## config.mk

```make
export PLATFORM = sky130hd
export DESIGN_NAME = zorro2_fastram_ctrl
export DESIGN_NICKNAME = d
export VERILOG_FILES = /design/src/rtl/zorro2_fastram_ctrl.sv
export SDC_FILE = /design/constraint.sdc
export NUM_CORES = 1
export LEC_CHECK = 0
export CAP_MARGIN = 20
export CORE_MARGIN = 8
export CORE_UTILIZATION = 40
export DETAILED_ROUTE_END_ITERATION = 7
export SYNTH_ARGS = -nofsm -noshare
export SYNTH_HDL_FRONTEND = slang
export SYNTH_SLANG_ARGS = --single-unit
```

## constraint.sdc

```tcl
create_clock -name CLK -period 3.7 [get_ports CLK]
set_clock_uncertainty 0.1 [all_clocks]
set_input_delay 0.74 -clock CLK [delete_from_list [all_inputs] [get_ports CLK]]
set_output_delay 0.74 -clock CLK [all_outputs]
set_load 0.005 [all_outputs]
```

## src/rtl/zorro2_fastram_ctrl.sv

```systemverilog
// Zorro II FastRAM controller: autoconfig in chained power-of-two offers, DRAM
// access sequencing and a backlogged CAS-before-RAS refresh engine.
module zorro2_fastram_ctrl #(
  parameter int unsigned BLOCKS      = 4,
  parameter logic [15:0] MFG_ID      = 16'h07DB,
  parameter logic [7:0]  PROD_ID     = 8'd70,
  parameter logic [31:0] SERIAL      = 32'd421,
  parameter int unsigned REFRESH_DIV = 100,
  parameter int unsigned TRP         = 1
) (
  input  logic        CLK,
  input  logic        RESETn,
  input  logic        CFGINn,
  output logic        CFGOUTn,
  input  logic        ASn,
  input  logic        UDSn,
  input  logic        LDSn,
  input  logic        RWn,
  input  logic [23:1] ADDR,
  input  logic [3:0]  DBUS_IN,
  output logic [3:0]  DBUS_OUT,
  output logic        DBUS_OE,
  output logic [11:0] MADDR,
  output logic        RASn,
  output logic        UCASn,
  output logic        LCASn,
  output logic        OEn,
  output logic        MEMWn,
  output logic        CONFIGURED
);

  localparam int unsigned RW = $clog2(REFRESH_DIV);

  typedef enum logic [2:0] {
    S_IDLE, S_ROW, S_COL, S_CAS, S_PRE, S_RFC, S_RFR
  } state_t;

  state_t        state;
  logic [1:0]    as_sy, uds_sy, lds_sy, rw_sy;
  logic          as_s, uds_s, lds_s, rw_s;
  logic          as_d, uds_d, cfgin_r;
  logic [2:0]    remaining;
  logic [7:0]    map;
  logic [2:0]    offer_blk;
  logic [2:0]    size_code;
  logic [3:0]    offer_mb;
  logic          more, done, active, ac_wr;
  logic [3:0]    reg_nib;
  logic [3:0]    off;
  logic          base_ok;
  logic [7:0]    ones, mask;
  logic [3:0]    page;
  logic [2:0]    pidx;
  logic          hit;
  logic [RW-1:0] rcnt;
  logic          expire;
  logic [1:0]    pending;
  logic [1:0]    tcnt;
  logic          rf_done;

  assign as_s  = as_sy[1];
  assign uds_s = uds_sy[1];
  assign lds_s = lds_sy[1];
  assign rw_s  = rw_sy[1];

  always_ff @(posedge CLK or negedge RESETn) begin
    if (!RESETn) begin
      as_sy   <= '1;
      uds_sy  <= '1;
      lds_sy  <= '1;
      rw_sy   <= '1;
      as_d    <= 1'b1;
      uds_d   <= 1'b1;
      cfgin_r <= 1'b1;
    end else begin
      as_sy   <= {as_sy[0], ASn};
      uds_sy  <= {uds_sy[0], UDSn};
      lds_sy  <= {lds_sy[0], LDSn};
      rw_sy   <= {rw_sy[0], RWn};
      as_d    <= as_s;
      uds_d   <= uds_s;
      cfgin_r <= CFGINn;
    end
  end

  // Largest offer that fits what is left: 4 blocks (8MB), 2 blocks (4MB), 1 block (2MB).
  always_comb begin
    offer_blk = 3'd1;
    size_code = 3'b110;
    if (remaining >= 3'd4) begin
      offer_blk = 3'd4;
      size_code = 3'b000;
    end else if (remaining >= 3'd2) begin
      offer_blk = 3'd2;
      size_code = 3'b111;
    end
  end

  assign offer_mb = {offer_blk, 1'b0};
  assign more     = (remaining != offer_blk);
  assign done     = (remaining == 3'd0);
  assign active   = (ADDR[23:16] == 8'hE8) && !cfgin_r && !done;
  assign ac_wr    = active && !rw_s && uds_d && !uds_s;
  assign DBUS_OE  = active && !as_s && rw_s && !uds_s;

  // Alignment is measured from $2, the bottom of the FastRAM window.
  assign off     = DBUS_IN - 4'd2;
  assign base_ok = (DBUS_IN >= 4'd2) && (DBUS_IN <= 4'd9) &&
                   ((off & (offer_mb - 4'd1)) == 4'd0) &&
                   (({1'b0, off} + {1'b0, offer_mb}) <= 5'd8);
  assign ones    = 8'hFF >> (4'd8 - offer_mb);
  assign mask    = ones << off[2:0];

  always_comb begin
    reg_nib = 4'hF;
    case (ADDR[8:1])
      8'h00:        reg_nib = 4'hE;
      8'h01:        reg_nib = {more, size_code};
      8'h02:        reg_nib = ~PROD_ID[7:4];
      8'h03:        reg_nib = ~PROD_ID[3:0];
      8'h04:        reg_nib = ~4'h8;
      8'h08:        reg_nib = ~MFG_ID[15:12];
      8'h09:        reg_nib = ~MFG_ID[11:8];
      8'h0A:        reg_nib = ~MFG_ID[7:4];
      8'h0B:        reg_nib = ~MFG_ID[3:0];
      8'h0C:        reg_nib = ~SERIAL[15:12];
      8'h0D:        reg_nib = ~SERIAL[11:8];
      8'h0E:        reg_nib = ~SERIAL[7:4];
      8'h0F:        reg_nib = ~SERIAL[3:0];
      8'h20, 8'h21: reg_nib = 4'h0;
      default:      reg_nib = 4'hF;
    endcase
  end

  always_ff @(posedge CLK or negedge RESETn) begin
    if (!RESETn) begin
      remaining <= 3'(BLOCKS);
      map       <= '0;
      CFGOUTn   <= 1'b1;
      DBUS_OUT  <= '1;
    end else begin
      DBUS_OUT <= active ? reg_nib : 4'hF;
      if (ac_wr && (ADDR[8:1] == 8'h24)) begin
        if (base_ok)
          map <= map | mask;
        remaining <= remaining - offer_blk;
      end else if (ac_wr && (ADDR[8:1] == 8'h26)) begin
        remaining <= remaining - offer_blk;
      end
      if (as_s && !as_d)
        CFGOUTn <= !done;
    end
  end

  assign CONFIGURED = |map;
  assign page       = ADDR[23:20];
  assign pidx       = 3'(page - 4'd2);
  assign hit        = !as_s && (page >= 4'd2) && (page <= 4'd9) && map[pidx];

  assign expire  = (rcnt == '0);
  assign rf_done = (state == S_RFR) && (tcnt == 2'd0);

  always_ff @(posedge CLK or negedge RESETn) begin
    if (!RESETn) begin
      rcnt    <= RW'(REFRESH_DIV - 1);
      pending <= '0;
    end else begin
      rcnt <= expire ? RW'(REFRESH_DIV - 1) : rcnt - 1'b1;
      if (expire && !rf_done && (pending != 2'd3))
        pending <= pending + 2'd1;
      else if (!expire && rf_done)
        pending <= pending - 2'd1;
    end
  end

  always_ff @(posedge CLK or negedge RESETn) begin
    if (!RESETn) begin
      state <= S_IDLE;
      RASn  <= 1'b1;
      UCASn <= 1'b1;
      LCASn <= 1'b1;
      MADDR <= '0;
      tcnt  <= '0;
    end else begin
      case (state)
        S_IDLE: begin
          MADDR <= ADDR[22:11];
          if (hit) begin
            state <= S_ROW;
            RASn  <= 1'b0;
          end else if (pending != 2'd0) begin
            state <= S_RFC;
            UCASn <= 1'b0;
            LCASn <= 1'b0;
          end
        end
        S_ROW: begin
          state <= S_COL;
          MADDR <= {2'b00, ADDR[10:1]};
        end
        S_COL: state <= S_CAS;
        S_CAS: begin
          if (as_s) begin
            state <= S_PRE;
            RASn  <= 1'b1;
            UCASn <= 1'b1;
            LCASn <= 1'b1;
            tcnt  <= 2'(TRP - 1);
          end else begin
            UCASn <= uds_s;
            LCASn <= lds_s;
          end
        end
        S_PRE: begin
          if (tcnt == 2'd0)
            state <= S_IDLE;
          else
            tcnt <= tcnt - 2'd1;
        end
        S_RFC: begin
          state <= S_RFR;
          RASn  <= 1'b0;
          tcnt  <= 2'd1;
        end
        S_RFR: begin
          if (tcnt == 2'd0) begin
            state <= S_PRE;
            RASn  <= 1'b1;
            UCASn <= 1'b1;
            LCASn <= 1'b1;
            tcnt  <= 2'(TRP - 1);
          end else begin
            tcnt <= tcnt - 2'd1;
          end
        end
        default: state <= S_IDLE;
      endcase
    end
  end

  assign OEn   = !((state == S_ROW) || (state == S_COL) || (state == S_CAS)) ||
                 as_s || (uds_s && lds_s);
  assign MEMWn = rw_s || (uds_s && lds_s) || !((state == S_COL) || (state == S_CAS));

endmodule

```

== Word-level counts from Yosys, hierarchy flattened ==
Cells that the tools add are included.
Storage, ports and cells
  bits of input ports: 34
  output and inout bits: 24
  bits in registers: 56
Cells by class
  multiplexer cells: 34
  bitwise gates (word level): 2
  add/subtract/negate cells: 10
  reductions and logical operators: 60
  magnitude comparators: 8
  shift-type cells: 2
  equal/unequal tests: 31
Operators by type and width (number)
  8-bit by 4-bit equality test with 1-bit output (second input constant): 6
  4-bit case mux with 11 select lines: 1
  8-bit by 6-bit equality test with 1-bit output (second input constant): 4
  3-bit 2-to-1 mux: 9
  12-bit case mux with 2 select lines: 1
  1-bit logical AND: 22
  3-bit case mux with 7 select lines: 1
  8-bit by 2-bit equality test with 1-bit output (second input constant): 2
  2-bit inequality test (second input constant): 7
  2-bit 2-to-1 mux: 6
  4-bit AND reduction: 3
  1-bit zero test: 10
  3-bit equality test (second input constant): 3
  1-bit 2-to-1 mux: 9
  8-bit by 1-bit equality test with 1-bit output (second input constant): 1
  8-bit by 3-bit equality test with 1-bit output (second input constant): 1
  8-bit equality test (second input constant): 1
  4-bit by 2-bit >= comparator with 1-bit output (second input constant): 2
  4-bit less-or-equal comparator (second input constant): 2
  8-bit zero test: 1
  8-bit OR: 1
  2-bit case mux with 4 select lines: 1
  2-bit nonzero test: 4
  4-bit nonzero test: 2
  other kinds (36): 47

== Depth between registers and ports, before layout ==
Gate-level depths: netlist of the first run.
  depth in word-level cells: 9
  gate-level depth with buffers: 10
  depth with buffers taken out: 10

== Least setup slack after synthesis of the first run ==
OpenSTA, ideal clock, no wires.
  path kind: input port to flip-flop
  start: in DBUS_IN[1]
  end: reg map[2]
  buffers on the path: 0
  stages on the path: 9
  data required time: 3.490 ns
  setup time: 0.110 ns
  arrival time: 2.698 ns
  slack: 0.792 ns
  path through: inv_1 ha_1 nor3b_1 nor2_1 ha_1 or3_1 o21ai_0 nand4_1 o41ai_1
Between the ends
  longest elaborated chain between the ends: 6
Ends and longest elaborated chain
  from (decl): line 20  | input logic [3:0] DBUS_IN,
  branches (longest 6 deep; another with 4-bit by 4-bit adder with 5-bit output)
  to (signal assigned): line 145  | map <= map | mask;
  to (decl): line 43  | logic [7:0] map;
Several ways; the timed one is not identified.
A chain may end at the register's enable or synchronous reset.

== Final worst setup path of the first run ==
  start: in DBUS_IN[1]
  end: reg map[3]
The elaborated chain is that of the path after synthesis.

==> results of run 1 <==
[where the power goes]
group | switching (mW) | internal (mW)
Sequential | 0.118 | 0.749
Combinational | 0.393 | 0.396
Clock | 0.210 | 0.218
Total | 0.721 | 1.36
[synth_stat cells (2+ instances only)]
library cell | instances | area, um2
o211ai_1 | 3 | 22.5
o21a_1 | 2 | 15.0
o22ai_1 | 2 | 12.5
o41ai_1 | 6 | 52.6
o21ai_0 | 28 | 140
nor2b_1 | 4 | 25.0
a311oi_1 | 2 | 17.5
dfstp_2 | 24 | 631
ha_1 | 12 | 150
nor3_1 | 5 | 25.0
a31oi_1 | 4 | 25.0
a21o_1 | 2 | 15.0
inv_1 | 27 | 101
o221ai_1 | 2 | 17.5
nand2_1 | 26 | 97.6
xnor2_1 | 2 | 17.5
nand3b_1 | 5 | 37.5
nand2b_1 | 10 | 62.6
or3_1 | 5 | 31.3
or4_1 | 6 | 45.0
a32oi_1 | 2 | 17.5
o31ai_1 | 6 | 45.0
xor2_1 | 3 | 26.3
nor4_1 | 5 | 31.3
nor3b_1 | 2 | 15.0
buf_6 | 2 | 22.5
nor2_1 | 20 | 75.1
nand3_1 | 9 | 45.0
dfrtp_1 | 32 | 801
mux2i_1 | 12 | 120
a21oi_1 | 15 | 75.1
nand4_1 | 3 | 18.8
clkbuf_1 | 14 | 52.6
a211oi_1 | 5 | 37.5
[per-stage QoR]
step                      total power [mW]  utilization  hold slack [ps]  instances  setup TNS [ps]
final                                 2.08        0.519              262        494               0
after global routing                  2.24        0.519              267        494               0
after CTS                             2.11        0.519              263        494               0
after detailed placement              1.67        0.502              247        486           -41.0
after global placement                1.65        0.502              246        486               0
after floorplan                       1.33            -              245        334               0
[cell type report]
type	count	area share
repair buffers	67	0.160
flip-flops and latches	56	0.357
clock inverters	1	0.00218
multi-input cells	234	0.394
clock buffers	7	0.0296
inverters	27	0.0253
well taps	102	0.0318
[worst min path at each step]
stage                     cells after the start  slack, ps                  end
after detailed placement                      0        250  uds_sy[1]$_DFF_PN1_
after global placement                        0        250   as_sy[1]$_DFF_PN1_
after global routing                          0        270  lds_sy[1]$_DFF_PN1_
after CTS                                     0        260  uds_sy[1]$_DFF_PN1_
final                                         0        260  uds_sy[1]$_DFF_PN1_
after floorplan                               0        250   as_sy[1]$_DFF_PN1_
[per-layer routing]
metal,routed length [um],up-vias,GRT usage
met3,365,5,0.0292
met5,0,-,0
li1,-,1320,-
met4,70,0,0.0367
met2,3440,69,0.210
met1,3990,1255,0.206
[flip-flops by register name (all words and copies together) (netlist names), 2 cells and up]
signal,flops
uds_sy,2
DBUS_OUT,4
as_sy,2
lds_sy,2
rw_sy,2
state,3
map,8
rcnt,7
MADDR,12
remaining,3
pending,2
tcnt,2
[kinds of logic (layout without fill, tap and decap cells)]
group | Yosys count | count (layout) | synth area share
compound gates | 90 | 90 | 0.185
xor+xnor | 5 | 5 | 0.0137
fa+ha+maj | 13 | 13 | 0.0533
buf+inv | 44 | 102 | 0.0568
flops | 56 | 56 | 0.448
mux | 15 | 15 | 0.0529
simple gates | 111 | 111 | 0.190
[critical path: stages]
cell             delay [ps]
clkdlybuf4s50_1         540
inv_1                    80
ha_1                    340
nor3b_1                 280
nor2_1                   80
ha_1                    280
or3_1                   390
o21ai_0                 100
nand4_1                 270
o41ai_1                 430
==> results.md, run 1 <==
* Die width at 105 um
* Setup crit end: map[3]$_DFFE_PN0P_
* Post-synthesis instance total at 334
* RSZ-0062 raised after global routing: no
* Max VDD drop at 0.000227 V
* Tmin final at 3430 ps
* Num CTS Buffers at 5
* DR pass1 iterations at 4
* Synthesized flop and latch total at 56
* Async S/R FF share, synth at 1.00
* Resize count post-CTS at 0
* Area Overhead vs Synth at 25.5%
* Die Height at 105 um
* Sink Count at 56
* Final setup fails at 0
* Syn avg cell area at 9.56 um2
* Post-synth net total at 381
* Floorplan core area at 7730 um2
* Reg2Reg Setup Slack at 1010 ps
* Initial antenna violation count at 0
* # rows at 32
* Reg area at 1430 um2
* WP data arrival at 3530 ps
* RR Startpoint: remaining[2]$_DFFE_PN1P_
* HP Class: flip-flop to flip-flop
* Most frequent cells in the layout: 56 x clkdlybuf4s50_1, 32 x dfrtp_1, 28 x o21ai_0
* Root Buffer: clkbuf_8
* Worst setup SP type: input pin
* Mapped Area at 3190 um2
* CP endpoint kind: flip-flop
* Worst Path Max Fanout at 6
* Initial DRC count at 97
* Final instance area at 4010 um2
* Critical path required time at 3800 ps
* Crit path from: DBUS_IN[1]
* Max Clk Rate at 0.292 GHz
* Fin crit share at 0.927
* Fillers at 733
* Post-synth EDFFs at 0
* R2r worst-path depth at 7
* Placed inst area at 3880 um2
* Via count at 2649
* Worst slew margin at 0.500
* Worst Max-Slew Pin Slew at 744 ps
* Worst-skew pair later-pin latency at 310 ps
* Synth unique cells at 61
* Pin count of the biggest net entering global routing at 33
* Yosys warns at 0
* Final Hold Fails at 0
* Leak Pwr at 1.69 nW
* Status: finished, final reports clean
* Max Root-Sink Buffers at 2
* DP Worst Slack at -26.4 ps
* Max Cap Violations at 0
* Most common cell after layout, fill and taps aside: clkdlybuf4s50_1
* Mean number of vias per cell at 5.36
* Worst-path clk slew at 100 ps
* Post-synthesis sequential area ratio at 0.448
* Remaining global-route overflow at 0
* Nets at 438
* Multi-input logic area at 1580 um2
* Number of H-tree levels at 2
* First-pass GRT wire length at 13.2 mm
* Io pins at 58
* CTS Hold Bufs at 0
* Pwr per Cell Area at 520 nW/um2
* Port Buffer Count at 57
* Slew Viols, Final at 0
* # diodes at 0
* Tot GR Track Use at 0.142
* Final worst slack at 270 ps
* R2R Path End: map[3]$_DFFE_PN0P_
* Drt drc at 0
* Ys flop type: dfrtp_1
* ANT nets after route at 0
* Starting Density at 0.413
* Final wirelength at 7.87 mm
* Worst Min Path Start: uds_sy[0]$_DFF_PN1_
* Routability cong. at 0.825
* Vias in the first global route at 2563
* Critical path type: input pin to flip-flop
* WL/cell at 15.9 um
* Postcts setup bufs at 0
* HPWL Detailed at 6.00 mm
* Layout cells sized above 1 at 0.128
* CTS tree: built
* Die ar. at 11100 um2
Power figures use the tool's default switching activity.
==> run 2, diff against run 1 <==
CORE_ASPECT_RATIO = 1.2   (was unset)
==> run 2 against run 1 <==
Net effect:
- critical path type is now input pin to primary output
- power decreased by 4.3%
- combinational power decreased by 0.8%
- clock-buffer cell count increased by 1
- setup slack improved by 34 ps
- via count increased by 1.1%
==> results.md, run 2 (same netlist as run 1, synthesis figures left out) <==
* DR pass1 iterations at 4
* Worst path bufs/invs at 2
* Floorplan core area at 7710 um2
* RSZ-0062 raised after global routing: no
* Max stage delay on crit path at 500 ps
* Most frequent cells in the layout: 56 x clkdlybuf4s50_1, 32 x dfrtp_1, 28 x o21ai_0
* Mean number of vias per cell at 5.52
* Root Buffer: clkbuf_8
* Worst-path clk slew at 100 ps
* Worst Max-Slew Pin Slew at 689 ps
* Nets at 439
* Worst-skew pair later-pin latency at 300 ps
* Routability cong. at 0.804
* Port Buffer Count at 57
* Remaining global-route overflow at 0
* Status: finished, final reports clean
* Max Cap Violations at 0
* Tot GR Track Use at 0.142
* WL/cell at 16.1 um
* Critical path required time at 2860 ps
* Slowest-stage cell, CP: clkdlybuf4s50_1
* WP data arrival at 2560 ps
* Number of H-tree levels at 2
* CP endpoint kind: primary output
* Die width at 97.6 um
* RR Startpoint: remaining[1]$_DFFE_PN0P_
* HPWL Detailed at 5.99 mm
* Fin crit share at 0.918
* Fillers at 742
* Initial DRC count at 174
* Pin count of the biggest net entering global routing at 42
* Area Overhead vs Synth at 24.2%
* Worst slew margin at 0.528
* Reg2Reg Setup Slack at 950 ps
* CTS tree: built
* Largest regs: MADDR: 12 flops, map: 8 flops, rcnt: 7 flops
* Worst Path Max Fanout at 3
* Tmin final at 3400 ps
* Final wirelength at 7.82 mm
* Sink Count at 56
* Drt drc at 0
* Max Clk Rate at 0.294 GHz
* Io pins at 58
* Die ar. at 11100 um2
* CP Cell Sequence: clkdlybuf4s50_1 -> nor3b_1 -> and4_1 -> and3_1 -> clkdlybuf4s50_1
* R2r worst-path depth at 8
* Most common cell after layout, fill and taps aside: clkdlybuf4s50_1
* # rows at 35
* Crit path max-delay family: buffers and inverters
* Final instance area at 3970 um2
* DP Worst Slack at 78.0 ps
* HP Class: input pin to async pin
* Pwr per Cell Area at 503 nW/um2
* Final worst slack at 304 ps
* Max Root-Sink Buffers at 2
* Vias in the first global route at 2715
* Final Hold Fails at 0
* Postcts setup bufs at 0
* Via count at 2678
* R2R Path End: map[2]$_DFFE_PN0P_
* First-pass GRT wire length at 13.4 mm
* Critical path type: input pin to primary output
* Num CTS Buffers at 5
* Placed inst area at 3880 um2
* Resize count post-CTS at 0
* ANT nets after route at 0
* Worst setup SP type: input pin
* CTS Hold Bufs at 0
* Leak Pwr at 1.68 nW
* Die Height at 114 um
* Crit path from: ADDR[19]
* Slew Viols, Final at 0
* Starting Density at 0.414
* Layout cells sized above 1 at 0.125
* Initial antenna violation count at 0
* # diodes at 0
* Max reg flops at 12
* Most used cell, CP: clkdlybuf4s50_1
* Max VDD drop at 0.000248 V
* Final setup fails at 0
* Setup TNS at 0 ps
* Reg with most FFs: MADDR
## run 2: final cells by class
class / count / area [um2] / area share
well taps: 92 / 115 / 0.0290
clock buffers: 8 / 90.1 / 0.0227
inverters: 27 / 101 / 0.0255
multi-input cells: 234 / 1580 / 0.399
repair buffers: 68 / 648 / 0.163
flip-flops and latches: 56 / 1430 / 0.361
## run 2: worst max path at each step
stage	endpoint	slack [ps]	depth (start not counted)
6_report	DBUS_OE	300	5
4_1_cts	DBUS_OE	290	5
3_5_place_dp	map[3]$_DFFE_PN0P_	80	10
3_3_place_gp	map[5]$_DFFE_PN0P_	210	10
2_1_floorplan	map[2]$_DFFE_PN0P_	790	9
5_1_grt	map[3]$_DFFE_PN0P_	170	10
## run 2: per-stage QoR
stage          hold slack [ps]  total power [mW]  utilization  instances
5_1_grt                    240              2.16        0.515        485
2_1_floorplan              245              1.33            -        334
3_3_place_gp               246              1.65        0.503        477
4_1_cts                    240              2.01        0.515        485
3_5_place_dp               247              1.67        0.503        477
6_report                   230              1.99        0.515        485
## run 2: layer usage
| metal | wire (um) | track usage | vias to the layer above |
|---|---|---|---|
| li1 | - | - | 1325 |
| met1 | 3620 | 0.183 | 1278 |
| met2 | 3760 | 0.238 | 69 |
| met3 | 347 | 0.0242 | 6 |
| met4 | 94 | 0.0435 | 0 |
| met5 | 0 | 0 | - |
## run 2: power breakdown
| group | leakage [nW] | internal (mW) | switching, mW |
|---|---|---|---|
| logic | 1.03 | 0.398 | 0.385 |
| registers | 0.608 | 0.749 | 0.119 |
| clock network | 0.0455 | 0.153 | 0.190 |
| total | 1.68 | 1.30 | 0.695 |
## run 2: worst register-to-register path, delay by kind of cell, from the launching register on
| family | cells | cell delay, ps |
|---|---|---|
| and+or+nand+nor | 5 | 1290 |
| AOI/OAI and AO/OA | 2 | 530 |
| DFF | 1 | 480 |
| adders and majority gates | 1 | 230 |
==> run 3, diff against run 2 <==
CORE_ASPECT_RATIO = 2   (was 1.2)
CORE_UTILIZATION = 30   (was 40)
==> run 3 against run 2 <==
Net effect:
- routed wire length grew 8.8%
- power increased by 7.2%
- highest routed layer unchanged
- combinational power grew 1%
- sequential power is essentially flat
- setup slack got worse by 53 ps
- sequential share of layout area is 1.1 points lower
- clock-buffer cell count is the same
- global-route usage down 2.0 points
- die area is 30% higher
- largest cell class unchanged
- worst hold slack gained 26 ps
==> results.md, run 3 (same netlist as run 1, synthesis figures left out) <==
* Tmin final at 3450 ps
* Placed inst area at 3920 um2
* Final wirelength at 8.51 mm
* RR Startpoint: remaining[1]$_DFFE_PN0P_
* Most frequent cells in the layout: 56 x clkdlybuf4s50_1, 32 x dfrtp_1, 28 x o21ai_0
* Worst setup SP type: input pin
* Max reg flops at 12
* Layout Cells excl Fill at 529
* R2R Path End: map[6]$_DFFE_PN0P_
* R2r worst-path depth at 8
* Max Clk Rate at 0.290 GHz
* Worst path bufs/invs at 2
* Final worst slack at 251 ps
* Slowest-stage cell, CP: clkdlybuf4s50_1
* WL/cell at 16.1 um
* Die width at 89.0 um
* # diodes at 0
* Largest regs: MADDR: 12 flops, map: 8 flops, rcnt: 7 flops
* Pwr per Cell Area at 523 nW/um2
* Worst Min Path Start: rw_sy[0]$_DFF_PN1_
* HPWL Detailed at 6.66 mm
* Worst-path clk slew at 70 ps
* Initial DRC count at 124
* Cell internal pwr at 1.42 mW
* WP data arrival at 3520 ps
* Max VDD drop at 0.000177 V
* RSZ-0062 raised after global routing: no
* Remaining global-route overflow at 0
* First-pass GRT wire length at 13.8 mm
* Die Height at 162 um
* Psw at 720 uW
* Clock share of power at 0.223
* Critical path required time at 3770 ps
* Worst Max-Slew Pin Slew at 691 ps
* Worst Path Max Fanout at 6
* Num CTS Buffers at 5
* Total power draw at 2.14 mW
* Die ar. at 14400 um2
* Crit path max-delay family: simple AND/OR/NAND/NOR gates
* Fin crit share at 0.932
* Initial antenna violation count at 0
* Worst slew margin at 0.538
* Mean number of vias per cell at 5.16
* Max Cap Violations at 0
* Sequential share of power at 0.406
* Slew Viols, Final at 0
* Combinational share of power at 0.371
* # rows at 53
* Most used cell, CP: ha_1
* Via count at 2731
* CP endpoint kind: flip-flop
* Drt drc at 0
* CTS Hold Bufs at 0
* Worst-skew pair later-pin latency at 290 ps
* DR pass1 iterations at 4
* Io pins at 58
* Postcts setup bufs at 0
* Floorplan core area at 10500 um2
* Max Root-Sink Buffers at 2
* Area Overhead vs Synth at 28.1%
* Final Hold Fails at 0
* Hold Path Stages at 0
* Routability cong. at 0.810
* Max stage delay on crit path at 540 ps
* Sw Ratio at 0.337
* ANT nets after route at 0
* Number of H-tree levels at 2
* Vias in the first global route at 2864
* Pin count of the biggest net entering global routing at 51
* Most common cell after layout, fill and taps aside: clkdlybuf4s50_1
* Reg2Reg Setup Slack at 880 ps
* Final setup fails at 0
* DP Worst Slack at -59.1 ps
* Sink of the worst hold path: rw_sy[1]$_DFF_PN1_
* HP Class: flip-flop to flip-flop
* Root Buffer: clkbuf_16
* Dpl cells at 520
* Status: finished, final reports clean
* Layout cells sized above 1 at 0.125
* Reg with most FFs: MADDR
* Leak Pwr at 1.70 nW
* CP Cell Sequence: clkdlybuf4s50_1 -> inv_1 -> ha_1 -> nor3b_1 -> nor2_1 -> ha_1 -> or3_1 -> o21ai_0 -> nand4_1 -> o41ai_1
* Port Buffer Count at 57
* Nets at 438
* Starting Density at 0.305
* Min Hold Slack at 255 ps
* Critical path type: input pin to flip-flop
* CTS tree: built
* Final instance area at 4090 um2
* Tot GR Track Use at 0.123
* Sink Count at 56
## run 3: cell count changes in the layout (fill, tap and decap cells not counted), sizes merged
| cell | change |
|---|---|
| buf | -1 |
## run 3: area by class of cell
class	instances	area, um2
Inverter	27	101
Tap cell	137	171
Timing Repair Buffer	67	653
Fill cell	1103	6380
Multi-Input combinational cell	234	1590
Clock buffer	8	146
Sequential cell	56	1430
## run 3: stage by stage
stage                     setup TNS, ps   util
after global routing                  0  0.391
after CTS                             0  0.388
final                                 0  0.391
after detailed placement           -118  0.374
after floorplan                       0      -
after global placement                0  0.374
## run 3: how the worst max path moves through the flow
stage                     from                 end  slack [ps]  depth (start not counted)
finish              DBUS_IN[1]  map[6]$_DFFE_PN0P_         250                         10
global route        DBUS_IN[1]  map[4]$_DFFE_PN0P_           3                         10
CTS                 DBUS_IN[1]  map[5]$_DFFE_PN0P_         240                         10
detailed placement  DBUS_IN[1]  map[5]$_DFFE_PN0P_         -60                         10
global placement    DBUS_IN[1]  map[2]$_DFFE_PN0P_         140                         10
floorplan           DBUS_IN[1]  map[2]$_DFFE_PN0P_         790                          9
## run 3: power groups by stage
| stage | sequential (mW) | clock (mW) | combinational (mW) |
|---|---|---|---|
| global placement | 0.877 | 0 | 0.783 |
| detailed placement | 0.880 | 0 | 0.802 |
| CTS | 0.869 | 0.495 | 0.805 |
| global route | 0.886 | 0.509 | 0.895 |
| finish | 0.868 | 0.478 | 0.793 |
| floorplan | 0.830 | 0 | 0.499 |
## run 3: timing repair
item                                   in CTS  in global routing
endpoints found under the hold margin       0                  0
setup endpoints to repair                   0                  1
resized for setup                           0                  1
## run 3: per-layer routing
layer | global-route usage | wire length, um | part of all wire | vias to the layer above
met1 | 0.126 | 3240 | 0.38 | 1328
li1 | - | - | - | 1319
met5 | 0 | 0 | 0 | -
met3 | 0.0192 | 329 | 0.039 | 21
met2 | 0.215 | 4520 | 0.53 | 63
met4 | 0.0854 | 423 | 0.050 | 0
